$ cat src/rtl/alu_spi_ctrl_if.sv
// SPI pins and ALU operand/result bus shared between the controller and its environment.
// alu_load is a one-clk strobe: operands are stable from that cycle on, and the ALU must
// present a settled result/flags SETTLE_CYCLES clocks later; there is no back-pressure.
interface alu_spi_ctrl_if;
  logic       CS;
  logic       SLCK;
  logic       MOSI;
  logic       MISO;
  logic [3:0] alu_a;
  logic [3:0] alu_b;
  logic [1:0] alu_op;
  logic       alu_load;
  logic [3:0] alu_result;
  logic       N;
  logic       Z;
  logic       C;
  logic       V;

  modport slave (
    input  CS, SLCK, MOSI, alu_result, N, Z, C, V,
    output MISO, alu_a, alu_b, alu_op, alu_load
  );

  modport master (
    output CS, SLCK, MOSI, alu_result, N, Z, C, V,
    input  MISO, alu_a, alu_b, alu_op, alu_load
  );
endinterface

$ cat src/rtl/alu_spi_ctrl.sv
// SPI (mode 0) slave that receives a 10-bit {op,A,B} frame, drives an external ALU,
// and shifts back the 8-bit {result,N,Z,C,V} frame within the same CS window.
module alu_spi_ctrl #(
  parameter int SYNC_STAGES   = 2,
  parameter int SETTLE_CYCLES = 1
) (
  input  logic             clk,
  input  logic             rst,
  alu_spi_ctrl_if.slave    bus,
  output logic [3:0]       res_q,
  output logic [3:0]       flags_q,
  output logic             busy,
  output logic             frame_done,
  output logic             frame_err,
  output logic [2:0]       o_state
);

  typedef enum logic [2:0] {
    IDLE = 3'd0,
    RX   = 3'd1,
    EXEC = 3'd2,
    TX   = 3'd3,
    DONE = 3'd4
  } state_t;

  localparam int SW = $clog2(SETTLE_CYCLES + 1);

  logic [SYNC_STAGES-1:0] r_cs_sync;
  logic [SYNC_STAGES-1:0] r_slck_sync;
  logic [SYNC_STAGES-1:0] r_mosi_sync;
  logic                   r_slck_prev;

  state_t        r_state;
  state_t        w_state_next;
  logic [3:0]    r_bit_cnt;
  logic [SW-1:0] r_settle_cnt;
  logic [9:0]    r_rx_sh;
  logic [7:0]    r_tx_sh;
  logic          r_miso;
  logic [3:0]    r_alu_a;
  logic [3:0]    r_alu_b;
  logic [1:0]    r_alu_op;
  logic          r_alu_load;
  logic [3:0]    r_res;
  logic [3:0]    r_flags;
  logic          r_done;
  logic          r_err;

  logic w_cs;
  logic w_slck;
  logic w_mosi;
  logic w_slck_rise;
  logic w_slck_fall;
  logic w_shift_in;
  logic w_clr_cnt;
  logic w_inc_cnt;
  logic w_settle_inc;
  logic w_load;
  logic w_capture;
  logic w_tx_shift;
  logic w_done;
  logic w_err;

  assign w_cs        = r_cs_sync[SYNC_STAGES-1];
  assign w_slck      = r_slck_sync[SYNC_STAGES-1];
  assign w_mosi      = r_mosi_sync[SYNC_STAGES-1];
  assign w_slck_rise = w_slck & ~r_slck_prev;
  assign w_slck_fall = ~w_slck & r_slck_prev;

  always_ff @(posedge clk or posedge rst) begin
    if (rst) begin
      r_cs_sync   <= '1;
      r_slck_sync <= '0;
      r_mosi_sync <= '0;
      r_slck_prev <= 1'b0;
    end else begin
      r_cs_sync[0]   <= bus.CS;
      r_slck_sync[0] <= bus.SLCK;
      r_mosi_sync[0] <= bus.MOSI;
      for (int i = 1; i < SYNC_STAGES; i++) begin
        r_cs_sync[i]   <= r_cs_sync[i-1];
        r_slck_sync[i] <= r_slck_sync[i-1];
        r_mosi_sync[i] <= r_mosi_sync[i-1];
      end
      r_slck_prev <= w_slck;
    end
  end

  always_comb begin
    w_state_next = r_state;
    w_shift_in   = 1'b0;
    w_clr_cnt    = 1'b0;
    w_inc_cnt    = 1'b0;
    w_settle_inc = 1'b0;
    w_load       = 1'b0;
    w_capture    = 1'b0;
    w_tx_shift   = 1'b0;
    w_done       = 1'b0;
    w_err        = 1'b0;
    case (r_state)
      IDLE: begin
        // A rise coinciding with the CS-low detection is kept as the first bit.
        if (!w_cs) begin
          w_state_next = RX;
          if (w_slck_rise) begin
            w_shift_in = 1'b1;
            w_inc_cnt  = 1'b1;
          end else begin
            w_clr_cnt = 1'b1;
          end
        end
      end
      RX: begin
        if (w_cs) begin
          w_state_next = IDLE;
          w_err        = 1'b1;
          w_clr_cnt    = 1'b1;
        end else if (w_slck_rise) begin
          w_shift_in = 1'b1;
          if (r_bit_cnt == 4'd9) begin
            w_state_next = EXEC;
            w_clr_cnt    = 1'b1;
          end else begin
            w_inc_cnt = 1'b1;
          end
        end
      end
      EXEC: begin
        if (w_cs) begin
          w_state_next = IDLE;
          w_err        = 1'b1;
        end else if (r_settle_cnt == '0) begin
          w_load       = 1'b1;
          w_settle_inc = 1'b1;
        end else if (r_settle_cnt == SW'(SETTLE_CYCLES)) begin
          w_capture    = 1'b1;
          w_state_next = TX;
          w_clr_cnt    = 1'b1;
        end else begin
          w_settle_inc = 1'b1;
        end
      end
      TX: begin
        if (w_cs) begin
          w_state_next = IDLE;
          w_err        = 1'b1;
          w_clr_cnt    = 1'b1;
        end else if (w_slck_rise) begin
          if (r_bit_cnt == 4'd7) begin
            w_state_next = DONE;
            w_done       = 1'b1;
            w_clr_cnt    = 1'b1;
          end else begin
            w_inc_cnt = 1'b1;
          end
        end else if (w_slck_fall && r_bit_cnt != 4'd0) begin
          // A fall before the first TX rise is the trailing edge of the last RX bit.
          w_tx_shift = 1'b1;
        end
      end
      DONE: begin
        if (w_cs) w_state_next = IDLE;
      end
      default: w_state_next = IDLE;
    endcase
  end

  always_ff @(posedge clk or posedge rst) begin
    if (rst) begin
      r_state      <= IDLE;
      r_bit_cnt    <= 4'd0;
      r_settle_cnt <= '0;
      r_rx_sh      <= 10'd0;
      r_tx_sh      <= 8'd0;
      r_miso       <= 1'b0;
      r_alu_a      <= 4'b0001;
      r_alu_b      <= 4'b0011;
      r_alu_op     <= 2'b00;
      r_alu_load   <= 1'b0;
      r_res        <= 4'd0;
      r_flags      <= 4'd0;
      r_done       <= 1'b0;
      r_err        <= 1'b0;
    end else begin
      r_state    <= w_state_next;
      r_alu_load <= w_load;
      r_done     <= w_done;
      r_err      <= w_err;

      if (w_clr_cnt)      r_bit_cnt <= 4'd0;
      else if (w_inc_cnt) r_bit_cnt <= r_bit_cnt + 4'd1;

      if (w_settle_inc) r_settle_cnt <= r_settle_cnt + SW'(1);
      else              r_settle_cnt <= '0;

      if (w_shift_in) r_rx_sh <= {r_rx_sh[8:0], w_mosi};

      if (w_load) begin
        r_alu_op <= r_rx_sh[9:8];
        r_alu_a  <= r_rx_sh[7:4];
        r_alu_b  <= r_rx_sh[3:0];
      end

      if (w_capture) begin
        r_tx_sh <= {bus.alu_result, bus.N, bus.Z, bus.C, bus.V};
        r_res   <= bus.alu_result;
        r_flags <= {bus.N, bus.Z, bus.C, bus.V};
        r_miso  <= bus.alu_result[3];
      end else if (w_tx_shift) begin
        r_tx_sh <= {r_tx_sh[6:0], 1'b0};
        r_miso  <= r_tx_sh[6];
      end else if (w_state_next == IDLE) begin
        r_miso <= 1'b0;
      end
    end
  end

  assign bus.MISO     = r_miso & ~w_cs & (r_state == TX || r_state == DONE);
  assign bus.alu_a    = r_alu_a;
  assign bus.alu_b    = r_alu_b;
  assign bus.alu_op   = r_alu_op;
  assign bus.alu_load = r_alu_load;

  assign res_q      = r_res;
  assign flags_q    = r_flags;
  assign busy       = (r_state != IDLE);
  assign frame_done = r_done;
  assign frame_err  = r_err;
  assign o_state    = r_state;

endmodule

$ cat src/flat_wrapper.sv
// flat-port wrapper written by rule: the top's interface ports become plain ports
module alu_spi_ctrl_flat 
#(
  parameter int SYNC_STAGES   = 2,
  parameter int SETTLE_CYCLES = 1
)
  (clk, rst, res_q, flags_q, busy, frame_done, frame_err, o_state, bus_CS, bus_SLCK, bus_MOSI, bus_alu_result, bus_N, bus_Z, bus_C, bus_V, bus_MISO, bus_alu_a, bus_alu_b, bus_alu_op, bus_alu_load);
  alu_spi_ctrl_if bus_i ();
  input  logic clk;
  input  logic rst;
  output logic [3:0] res_q;
  output logic [3:0] flags_q;
  output logic busy;
  output logic frame_done;
  output logic frame_err;
  output logic [2:0] o_state;
  input wire logic [$bits(bus_i.CS)-1:0] bus_CS;
  input wire logic [$bits(bus_i.SLCK)-1:0] bus_SLCK;
  input wire logic [$bits(bus_i.MOSI)-1:0] bus_MOSI;
  input wire logic [$bits(bus_i.alu_result)-1:0] bus_alu_result;
  input wire logic [$bits(bus_i.N)-1:0] bus_N;
  input wire logic [$bits(bus_i.Z)-1:0] bus_Z;
  input wire logic [$bits(bus_i.C)-1:0] bus_C;
  input wire logic [$bits(bus_i.V)-1:0] bus_V;
  output wire logic [$bits(bus_i.MISO)-1:0] bus_MISO;
  output wire logic [$bits(bus_i.alu_a)-1:0] bus_alu_a;
  output wire logic [$bits(bus_i.alu_b)-1:0] bus_alu_b;
  output wire logic [$bits(bus_i.alu_op)-1:0] bus_alu_op;
  output wire logic [$bits(bus_i.alu_load)-1:0] bus_alu_load;
  assign bus_i.CS = bus_CS;
  assign bus_i.SLCK = bus_SLCK;
  assign bus_i.MOSI = bus_MOSI;
  assign bus_i.alu_result = bus_alu_result;
  assign bus_i.N = bus_N;
  assign bus_i.Z = bus_Z;
  assign bus_i.C = bus_C;
  assign bus_i.V = bus_V;
  assign bus_MISO = bus_i.MISO;
  assign bus_alu_a = bus_i.alu_a;
  assign bus_alu_b = bus_i.alu_b;
  assign bus_alu_op = bus_i.alu_op;
  assign bus_alu_load = bus_i.alu_load;
  alu_spi_ctrl #(.SYNC_STAGES(SYNC_STAGES), .SETTLE_CYCLES(SETTLE_CYCLES)) u_core (.clk(clk), .rst(rst), .bus(bus_i), .res_q(res_q), .flags_q(flags_q), .busy(busy), .frame_done(frame_done), .frame_err(frame_err), .o_state(o_state));
endmodule
$ cat config.mk
export PLATFORM = sky130hd
export DESIGN_NAME = alu_spi_ctrl_flat
export DESIGN_NICKNAME = d
export VERILOG_FILES = /design/src/rtl/alu_spi_ctrl_if.sv /design/src/rtl/alu_spi_ctrl.sv /design/src/flat_wrapper.sv
export SDC_FILE = /design/constraint.sdc
export NUM_CORES = 1
export LEC_CHECK = 0
export BUFFER_PORTS_ARGS = -buffer_cell sky130_fd_sc_hd__buf_2
export CAP_MARGIN = 5
export CORE_UTILIZATION = 60
export CTS_BUF_LIST = sky130_fd_sc_hd__clkbuf_2
export CTS_CLUSTER_SIZE = 24
export DETAILED_ROUTE_END_ITERATION = 8
export PLACE_DENSITY = 0.84
export SLEW_MARGIN = 20
export SYNTH_ARGS = -nofsm -noshare
export SYNTH_HDL_FRONTEND = slang
export SYNTH_SLANG_ARGS = --single-unit
$ cat constraint.sdc
create_clock -name clk -period 4.23 [get_ports clk]
set_input_delay 0.2115 -clock clk [delete_from_list [all_inputs] [get_ports clk]]
set_output_delay 0.2115 -clock clk [all_outputs]
set_load 0.05 [all_outputs]
## Word-level counts from Yosys, hierarchy flattened

Cells that the tools add are included.

- Register bits: 54
- Bits of input ports: 13
- Output and inout bits: 26
- Word-level logic and storage cells: 96

- Bitwise operators: 7
- Mux-type cells: 52
- $add $sub $neg: 2
- Eq/ne operators: 6
- Reduce and logical (&&, ||, !) cells: 11

Operators with widths:

| cell | number |
|---|---|
| 1-bit two-way mux | 35 |
| 3-bit two-way mux | 10 |
| 3-bit one-hot mux with 5 select lines | 1 |
| 7-bit two-way mux | 2 |
| 4-bit two-way mux | 2 |
| 3-bit by 2-bit == test with 1-bit output (second input constant) | 2 |
| 3-bit logical NOT | 2 |
| 3-bit nonzero test | 2 |
| 4-bit by 1-bit adder with 4-bit output (second input constant) | 1 |
| 1-bit bitwise AND | 4 |
| 4-bit by 3-bit == test with 1-bit output (second input constant) | 1 |
| 4-bit == test (second input constant) | 1 |
| 1-bit one-hot mux with 4 select lines | 1 |
| 2-bit nonzero test | 2 |
| 4-bit nonzero test | 1 |
| 3-bit by 1-bit == test with 1-bit output (second input constant) | 1 |
| 3-bit == test (second input constant) | 1 |
| 1-bit NOT | 3 |
| 1-bit one-hot mux with 3 select lines | 1 |
| 3-bit OR reduction | 1 |
| 2-bit OR reduction | 1 |
| 1-bit adder (second input constant) | 1 |
| 1-bit logical AND | 1 |
| 1-bit logical OR | 1 |

## Logic depth before layout (Yosys ltp)

Gate-level depths: netlist of the first run.

- Word-level depth: 9
- Gate-level depth with buffers: 7
- Depth with buffers taken out: 6

## Least setup slack after synthesis of the first run

Ideal clock, no wire load.

- Kind: flip-flop to flip-flop
- Start point: register u_core.r_state[1], in the netlist u_core.o_state[1]
- End point: register u_core.r_tx_sh[1]
- Clock period less this slack: 2.172 ns
- Arrival time: 2.044 ns
- Setup slack: 2.058 ns
- Library setup time: 0.128 ns
- Buffers on the path: 2
- Data required time: 4.102 ns
- Stages on the path, launching flop included: 7
- Cells stage by stage: dfrtp_1 or3b_4 nor2b_2 buf_4 buf_8 mux2_1 mux2_1

- Longest elaborated chain between the ends: 3
- Elaborated cells between the ends (all ways): 6
- Those cells by class: 2 x eq/ne; 3 x mux; 1 x reduce/logical

Ends and longest elaborated chain:

| what | line | source |
|---|---|---|
| from (decl) | alu_spi_ctrl.sv:33 | `state_t r_state;` |
| from (signal assigned) | alu_spi_ctrl.sv:185 | `r_state <= w_state_next;` |
| 3-bit by 2-bit == test with 1-bit output | alu_spi_ctrl.sv:100 | `case (r_state)` |
| 1-bit two-way mux | alu_spi_ctrl.sv:100 |  |
| 7-bit two-way mux / 2-bit nonzero test (equally long branches) | n/a |  |
| to (signal assigned) | alu_spi_ctrl.sv:205 | `r_tx_sh <= {bus.alu_result, bus.N, bus.Z, bus.C, bus.V};` |
| to (signal assigned) | alu_spi_ctrl.sv:210 | `r_tx_sh <= {r_tx_sh[6:0], 1'b0};` |
| to (decl) | alu_spi_ctrl.sv:38 | `logic [7:0] r_tx_sh;` |

Several ways; a longest one is shown, not always the timed one.
A chain may end at the register's enable or synchronous reset.

## Worst setup path in the final report of the first run

- Start point: register u_core.r_state[1], in the netlist u_core.o_state[1]
- End point: register u_core.r_tx_sh[2]

The elaborated chain is that of the path after synthesis.

==> results.yml, run 1 <==
status:
  status: "finished clean"
clock_network:
  cts_tree: "built"
  htree_levels: 2
  postCtsSetupBuffers: 0
  cts_made_buffers: 5
  cts-root-buf: "clkbuf_2"
  cts_buffer_depth: 2
  cts.reportedPaths.clkPinSlew_ns: 0.27
  worst_skew_pair.late_latency_ns: 0.45
  numClockSinks: 54
logic_synthesis:
  yosysMostFrequentCell: "dfrtp_1"
  synthArstFlopShare_pct: 100
  synthTopCellsByArea: "dfrtp_1 (52%), mux2_2 (13%), dfstp_2 (5.6%)"
  avgSynthCellArea_um2: 12.4
  synth.largest_area_cell: "dfrtp_1"
  synth_edf_count: 0
  synth-seq-area-share_pct: 58.0
  synth-seq-cells: 54
  synthCells: 189
  synth_cell_types: 44
  synth_area_um2: 2340
  synth_top_area_share_pct: 52.4
  syn-num-nets: 205
  synth_common_cells: "dfrtp_1 (49), nand2_1 (29), mux2_2 (28)"
  synth_warnings: 0
  ys.flop_type: "dfrtp_1"
timing:
  hold_viol: 0
  setup_viol: 0
  min_period_over_period_pct: 54.3
  period_minus_slack_ns: 2.30
  tightest_slew_ns: 0.876
  fmax_ghz: 0.436
  max_slew_margin_pct: 41.5
  fin_skew_ns: 0.0127
  fin_tns_setup_ns: 0
  rsz0062_at_grt: "no"
  final-max-slew-violation-count: 0
job:
  drv_cap: 0
placement:
  hpwl_um: 2570
  place_area_um2: 2530
  portBuffers: 38
  gp_congestion: 0.829
routing:
  drtPass1Iterations: 4
  detail_route.wl_per_cell_um: 14.1
  drt-initial-drc-count: 110
  vias_per_cell: 5.43
  ant_nets: 0
  drt_wl_total_um: 4040
  vias: 1557
  drc: 0
critical_path:
  crit_top_cell: "mux2_2"
  path_cells: "or3b_4, nor2b_2, mux2_2, mux2_2"
  crit_buf_inv: 0
  crit_type: "reg -> reg"
  cp_slowest_cell: "dfrtp_1"
  end_kind: "flip-flop"
  crit_path_max_fanout: 14
  worstPathRequired_ns: 4.61
  startpoint_type: "flip-flop"
  cp_top_family: "simple AND/OR/NAND/NOR gates"
  cpPeakStageDelay_ns: 0.62
  worstPathArrival_ns: 2.68
grt:
  grt_max_degree: 55
  antenna_found_initial: 0
  grt_usage_pct: 22.7
  grt-busiest-layer: "met2"
  grt-ovfl-total: 0
  grt_pass1_vias: 1503
  grt_use_met1_pct: 28.8
  grt_first_pass_wirelength_um: 6920
  grtUsageMet3_pct: 6.16
  met2_usage_pct: 36.6
floorplan:
  io_pins: 39
  core_um2: 3720
  die_y_um: 64.5
  die_area_um2: 4160
  placementRows: 22
  die_width_um: 64.5
  start_util_pct: 63.0
layout:
  area_delta_synth_final_pct: 15.5
  layout.nets: 254
  fin_area_um2: 2710
  fillers: 262
  drive_gt1_share_pct: 37.7
  final_util_pct: 72.8
  antenna_cells: 0
hold_path:
  hold_class: "reg -> reg"
power:
  power.density_nw_per_um2: 326
  vdd_drop_max_mv: 0.277
  power.total_uw: 881
  p_leak_nw: 1.29
power breakdown:
| group | total (mW) | switching [mW] | internal, mW |
|---|---|---|---|
| clock | 0.210 | 0.166 | 0.0442 |
| combinational | 0.0832 | 0.0375 | 0.0457 |
| sequential | 0.588 | 0.0295 | 0.558 |
worst register-to-register path: cells and delay by family, from the launching register on:
kind,cells,cell delay [ns]
and+or+nand+nor,2,0.94
muxes,2,0.67
DFF,1,0.62
path summary, 6_finish.rpt:
path | endpoint | from | slack [ns] | cells after the start
worst max register to register | u_core.r_tx_sh[2]$_DFFE_PP0P_ | u_core.o_state[1]$_DFF_PP0_ | 1.93 | 4
max in group asynchronous | u_core.bus.alu_a[1]$_DFFE_PP0P_ | rst | 3.29 | 3
min in group asynchronous | u_core.r_tx_sh[2]$_DFFE_PP0P_ | rst | 0.43 | 3
worst min register to register | u_core.r_cs_sync[1]$_DFF_PP1_ | u_core.r_cs_sync[0]$_DFF_PP1_ | 0.38 | 0
worst max-delay path | u_core.r_tx_sh[2]$_DFFE_PP0P_ | u_core.o_state[1]$_DFF_PP0_ | 1.93 | 4
worst min-delay path | u_core.r_cs_sync[1]$_DFF_PP1_ | u_core.r_cs_sync[0]$_DFF_PP1_ | 0.38 | 0
per-stage QoR:
step | instances | hold slack (ns) | setup slack [ns]
2_1_floorplan | 189 | 0.216 | 2.06
3_3_place_gp | 267 | 0.320 | 2.02
3_5_place_dp | 267 | 0.322 | 1.97
4_1_cts | 287 | 0.344 | 1.94
5_1_grt | 287 | 0.328 | 1.81
6_report | 287 | 0.375 | 1.93
cell families (layout without fill, tap and decap cells):
group	Yosys count	count (layout)	synth area share, %
adder cells (fa/ha/maj)	3	3	1.60
flip-flops	54	54	58.0
AND/OR/NAND/NOR	63	63	14.9
AO/OA/AOI/OAI	23	23	6.52
buffers and inverters	13	63	3.31
multiplexers	33	33	15.7
layout by cell type (no fill, tap or decap), types with 2 or more instances in the layout:
cell type      synthesis  layout
dfrtp_1               49      49
buf_2                  2      38
nand2_1               29      29
mux2_2                28      28
dlygate4sd3_1          0      12
nand3_1                7       7
a21oi_1                7       7
o21ai_0                6       6
nor2_1                 5       5
clkbuf_2               0       5
dfstp_2                5       5
inv_1                  5       4
nor3_1                 3       3
mux2i_1                3       3
ha_1                   3       3
nor2b_1                2       2
mux2_1                 2       2
nor3b_1                2       2
nand2b_1               2       2
flip-flops by register name, summed over array words and instances (netlist names), 2 cells and up:
signal	count
u_core.bus.alu_op	2
u_core.r_rx_sh	10
u_core.flags_q	4
u_core.r_tx_sh	7
u_core.bus.alu_a	4
u_core.res_q	4
u_core.r_slck_sync	2
u_core.o_state	3
u_core.r_mosi_sync	2
u_core.r_cs_sync	2
u_core.bus.alu_b	4
u_core.r_bit_cnt	4
routing by layer:
| metal | vias to the layer above | wire length [µm] |
|---|---|---|
| met4 | 0 | 94 |
| met3 | 10 | 174 |
| met5 | - | 0 |
| met1 | 751 | 1810 |
| li1 | 758 | - |
| met2 | 38 | 1960 |
timing repair:
action,in CTS,in global routing
resized for setup,0,0
hold buffers,12,0
hold endpoints to repair,41,0
final cells by class:
| type | instances | area (µm²) | share of cell area (%) |
|---|---|---|---|
| flip-flops and latches | 54 | 1360 | 50.2 |
| multi-input cells | 122 | 907 | 33.5 |
| repair buffers | 50 | 310 | 11.5 |
| well taps | 48 | 60.1 | 2.22 |
| clock buffers | 5 | 25.0 | 0.925 |
| clock inverters | 3 | 25.0 | 0.925 |
| inverters | 5 | 20.0 | 0.740 |
No activity file was read; power rests on OpenSTA's default activity.
==> inputs of run 2 (changes only) <==
--- a/config.mk
+++ b/config.mk
@@ -7,11 +7,11 @@
 export LEC_CHECK = 0
 export BUFFER_PORTS_ARGS = -buffer_cell sky130_fd_sc_hd__buf_2
 export CAP_MARGIN = 5
-export CORE_UTILIZATION = 60
+export CORE_UTILIZATION = 52
 export CTS_BUF_LIST = sky130_fd_sc_hd__clkbuf_2
 export CTS_CLUSTER_SIZE = 24
 export DETAILED_ROUTE_END_ITERATION = 8
-export PLACE_DENSITY = 0.84
+export PLACE_DENSITY = 0.77
 export SLEW_MARGIN = 20
 export SYNTH_ARGS = -nofsm -noshare
 export SYNTH_HDL_FRONTEND = slang
==> constraint.sdc (replaced) <==
create_clock -name clk -period 2 [get_ports clk]
set_input_delay 0.1 -clock clk [delete_from_list [all_inputs] [get_ports clk]]
set_output_delay 0.1 -clock clk [all_outputs]
set_load 0.05 [all_outputs]
==> run 2 against run 1 <==
Against the previous run:
- largest cell class unchanged
- global-route usage shrank 3.3 points
- fmax rose by 21%
- clock power grew to 2.5 times the previous value
- non-clock buffer count grew 14
- via count up 2.8%
- sequential power grew 110%
- worst setup slack worse by 1.8 ns
- wire length is 2.8% higher
- design area rose by 5.5%
- combinational power increased by 140%
- clock-buffer cell count grew 1
- sequential share of layout area down 2.5 points
- critical path type unchanged
==> results.yml, run 2 (same netlist as run 1, synthesis figures left out) <==
clock_network:
  numClockSinks: 54
  cts_buffer_depth: 2
  worst_skew_pair.late_latency_ns: 0.43
  cts_made_buffers: 5
  cts_tree: "built"
  cts.reportedPaths.clkPinSlew_ns: 0.25
  htree_levels: 2
  cts-root-buf: "clkbuf_2"
grt:
  grt-ovfl-total: 0
  antenna_found_initial: 0
  grt_pass1_vias: 1637
  grt_first_pass_wirelength_um: 7330
  grt_max_degree: 22
  grt_usage_pct: 19.4
placement:
  hpwl_um: 2940
  portBuffers: 38
  dp_cells: 283
  gp_congestion: 0.817
  post-place-ws_ns: 0.0562
timing:
  max_slew_margin_pct: 65.6
  tightest_slew_ns: 0.510
  hold_viol: 0
  fmax_ghz: 0.525
  period_minus_slack_ns: 1.90
  final-max-slew-violation-count: 0
  fin_ws_ns: 0.0950
  fin_tns_setup_ns: 0
  min_period_over_period_pct: 95.2
  setup_viol: 0
  fin_skew_ns: 0.0223
routing:
  drc: 0
  vias_per_cell: 5.25
  drtPass1Iterations: 4
  drt_wl_total_um: 4160
  vias: 1600
  detail_route.wl_per_cell_um: 13.6
  drt-initial-drc-count: 109
  ant_nets: 0
floorplan:
  io_pins: 39
  die_y_um: 69.1
  die_width_um: 69.1
  die_area_um2: 4780
  start_util_pct: 53.8
  placementRows: 24
  core_um2: 4350
critical_path:
  cp-endpoint: "u_core.r_bit_cnt[3]$_DFFE_PP0P_"
  startpoint: "u_core.r_bit_cnt[0]$_DFFE_PP0P_"
  worstPathRequired_ns: 2.37
  r2r_end: "u_core.r_bit_cnt[3]$_DFFE_PP0P_"
  startpoint_type: "flip-flop"
  crit_path_max_fanout: 5
  cp_slowest_cell: "or4_1"
  end_kind: "flip-flop"
  r2r_cells: 6
  worstPathArrival_ns: 2.28
  crit_type: "reg -> reg"
  r2r-start: "u_core.r_bit_cnt[0]$_DFFE_PP0P_"
  cpPeakStageDelay_ns: 0.47
  r2r_slack_ns: 0.1
  path_cells: "buf_4, ha_2, and3b_2, o21a_1, or4_1, a21oi_1"
layout:
  layout.nets: 268
  antenna_cells: 0
  area_delta_synth_final_pct: 21.8
  reg.largest.list: "u_core.r_rx_sh x10, u_core.r_tx_sh x7"
  layoutNonFillerInstCount: 305
  layout_common_cells: "dfrtp_1 (47), buf_2 (37), nand2_1 (29), mux2_2 (28), buf_4 (14)"
  layout_commonest_cell: "dfrtp_1"
  regMostFlops: "u_core.r_rx_sh"
  drive_gt1_share_pct: 43.5
  largest_reg_flops: 10
power:
  p_comb_share_pct: 10.0
  power.density_nw_per_um2: 688
  p_switching_uw: 460
  vdd_drop_max_mv: 0.559
  clkPwrFrac_pct: 27.0
  swShare_pct: 23.4
  p_int_mw: 1.50
  seqPwrFrac_pct: 63.0
  p_leak_nw: 1.38
status:
  status: "finished clean"
hold_path:
  hold_class: "in -> async"
job:
  drv_cap: 0
run 2: repair_timing:
item                       in CTS  in global routing
resized for setup               0                  4
hold buffers                   12                  0
setup buffers                   0                  2
setup endpoints to repair       0                  8
hold endpoints to repair       68                  0
run 2: worst min path at each step:
stage	slack, ns	start	endpoint
after floorplan	0.10	bus_CS	u_core.r_cs_sync[0]$_DFF_PP1_
after global placement	0.11	rst	u_core.r_mosi_sync[0]$_DFF_PP0_
after detailed placement	0.12	rst	u_core.r_mosi_sync[0]$_DFF_PP0_
after CTS	0.14	rst	u_core.r_mosi_sync[0]$_DFF_PP0_
after global routing	0.16	rst	u_core.r_slck_prev$_DFF_PP0_
final	0.17	rst	u_core.r_mosi_sync[1]$_DFF_PP0_
run 2: layout make-up:
type | count | area, µm²
clock buffers | 6 | 30.0
inverters | 5 | 18.8
fillers | 339 | 1500
multi-input cells | 122 | 923
flip-flops and latches | 54 | 1360
well taps | 52 | 65.1
repair buffers | 64 | 418
clock inverters | 2 | 37.5
run 2: power by group through the flow:
stage	Combinational, mW	Sequential, mW	Clock (mW)
global route	0.215	1.25	0.587
detailed placement	0.180	1.26	0
floorplan	0.123	1.25	0
global placement	0.172	1.25	0
CTS	0.197	1.24	0.553
finish	0.196	1.24	0.531
run 2: metal layers:
metal,share of wire (%),GRT usage (%),vias up
met4,1.8,6.80,0
met2,47,30.5,32
met3,2.9,4.39,9
li1,-,-,791
met5,0,0,-
met1,48,26.4,768
run 2: worst max-delay path, delay by kind of cell (launching register included):
family,cells,cell delay (ns)
flops,1,0.44
simple gates,2,0.71
buf+inv,1,0.15
fa+ha+maj,1,0.19
compound gates,2,0.37
run 2: per-stage QoR:
step	hold slack, ns	power (mW)	utilization [%]	area [µm²]
6_report	0.167	1.96	65.5	2850
5_1_grt	0.162	2.05	65.5	2850
4_1_cts	0.143	1.99	64.9	2830
3_5_place_dp	0.117	1.44	60.6	2640
3_3_place_gp	0.109	1.43	60.6	2640
2_1_floorplan	0.104	1.37	-	2360
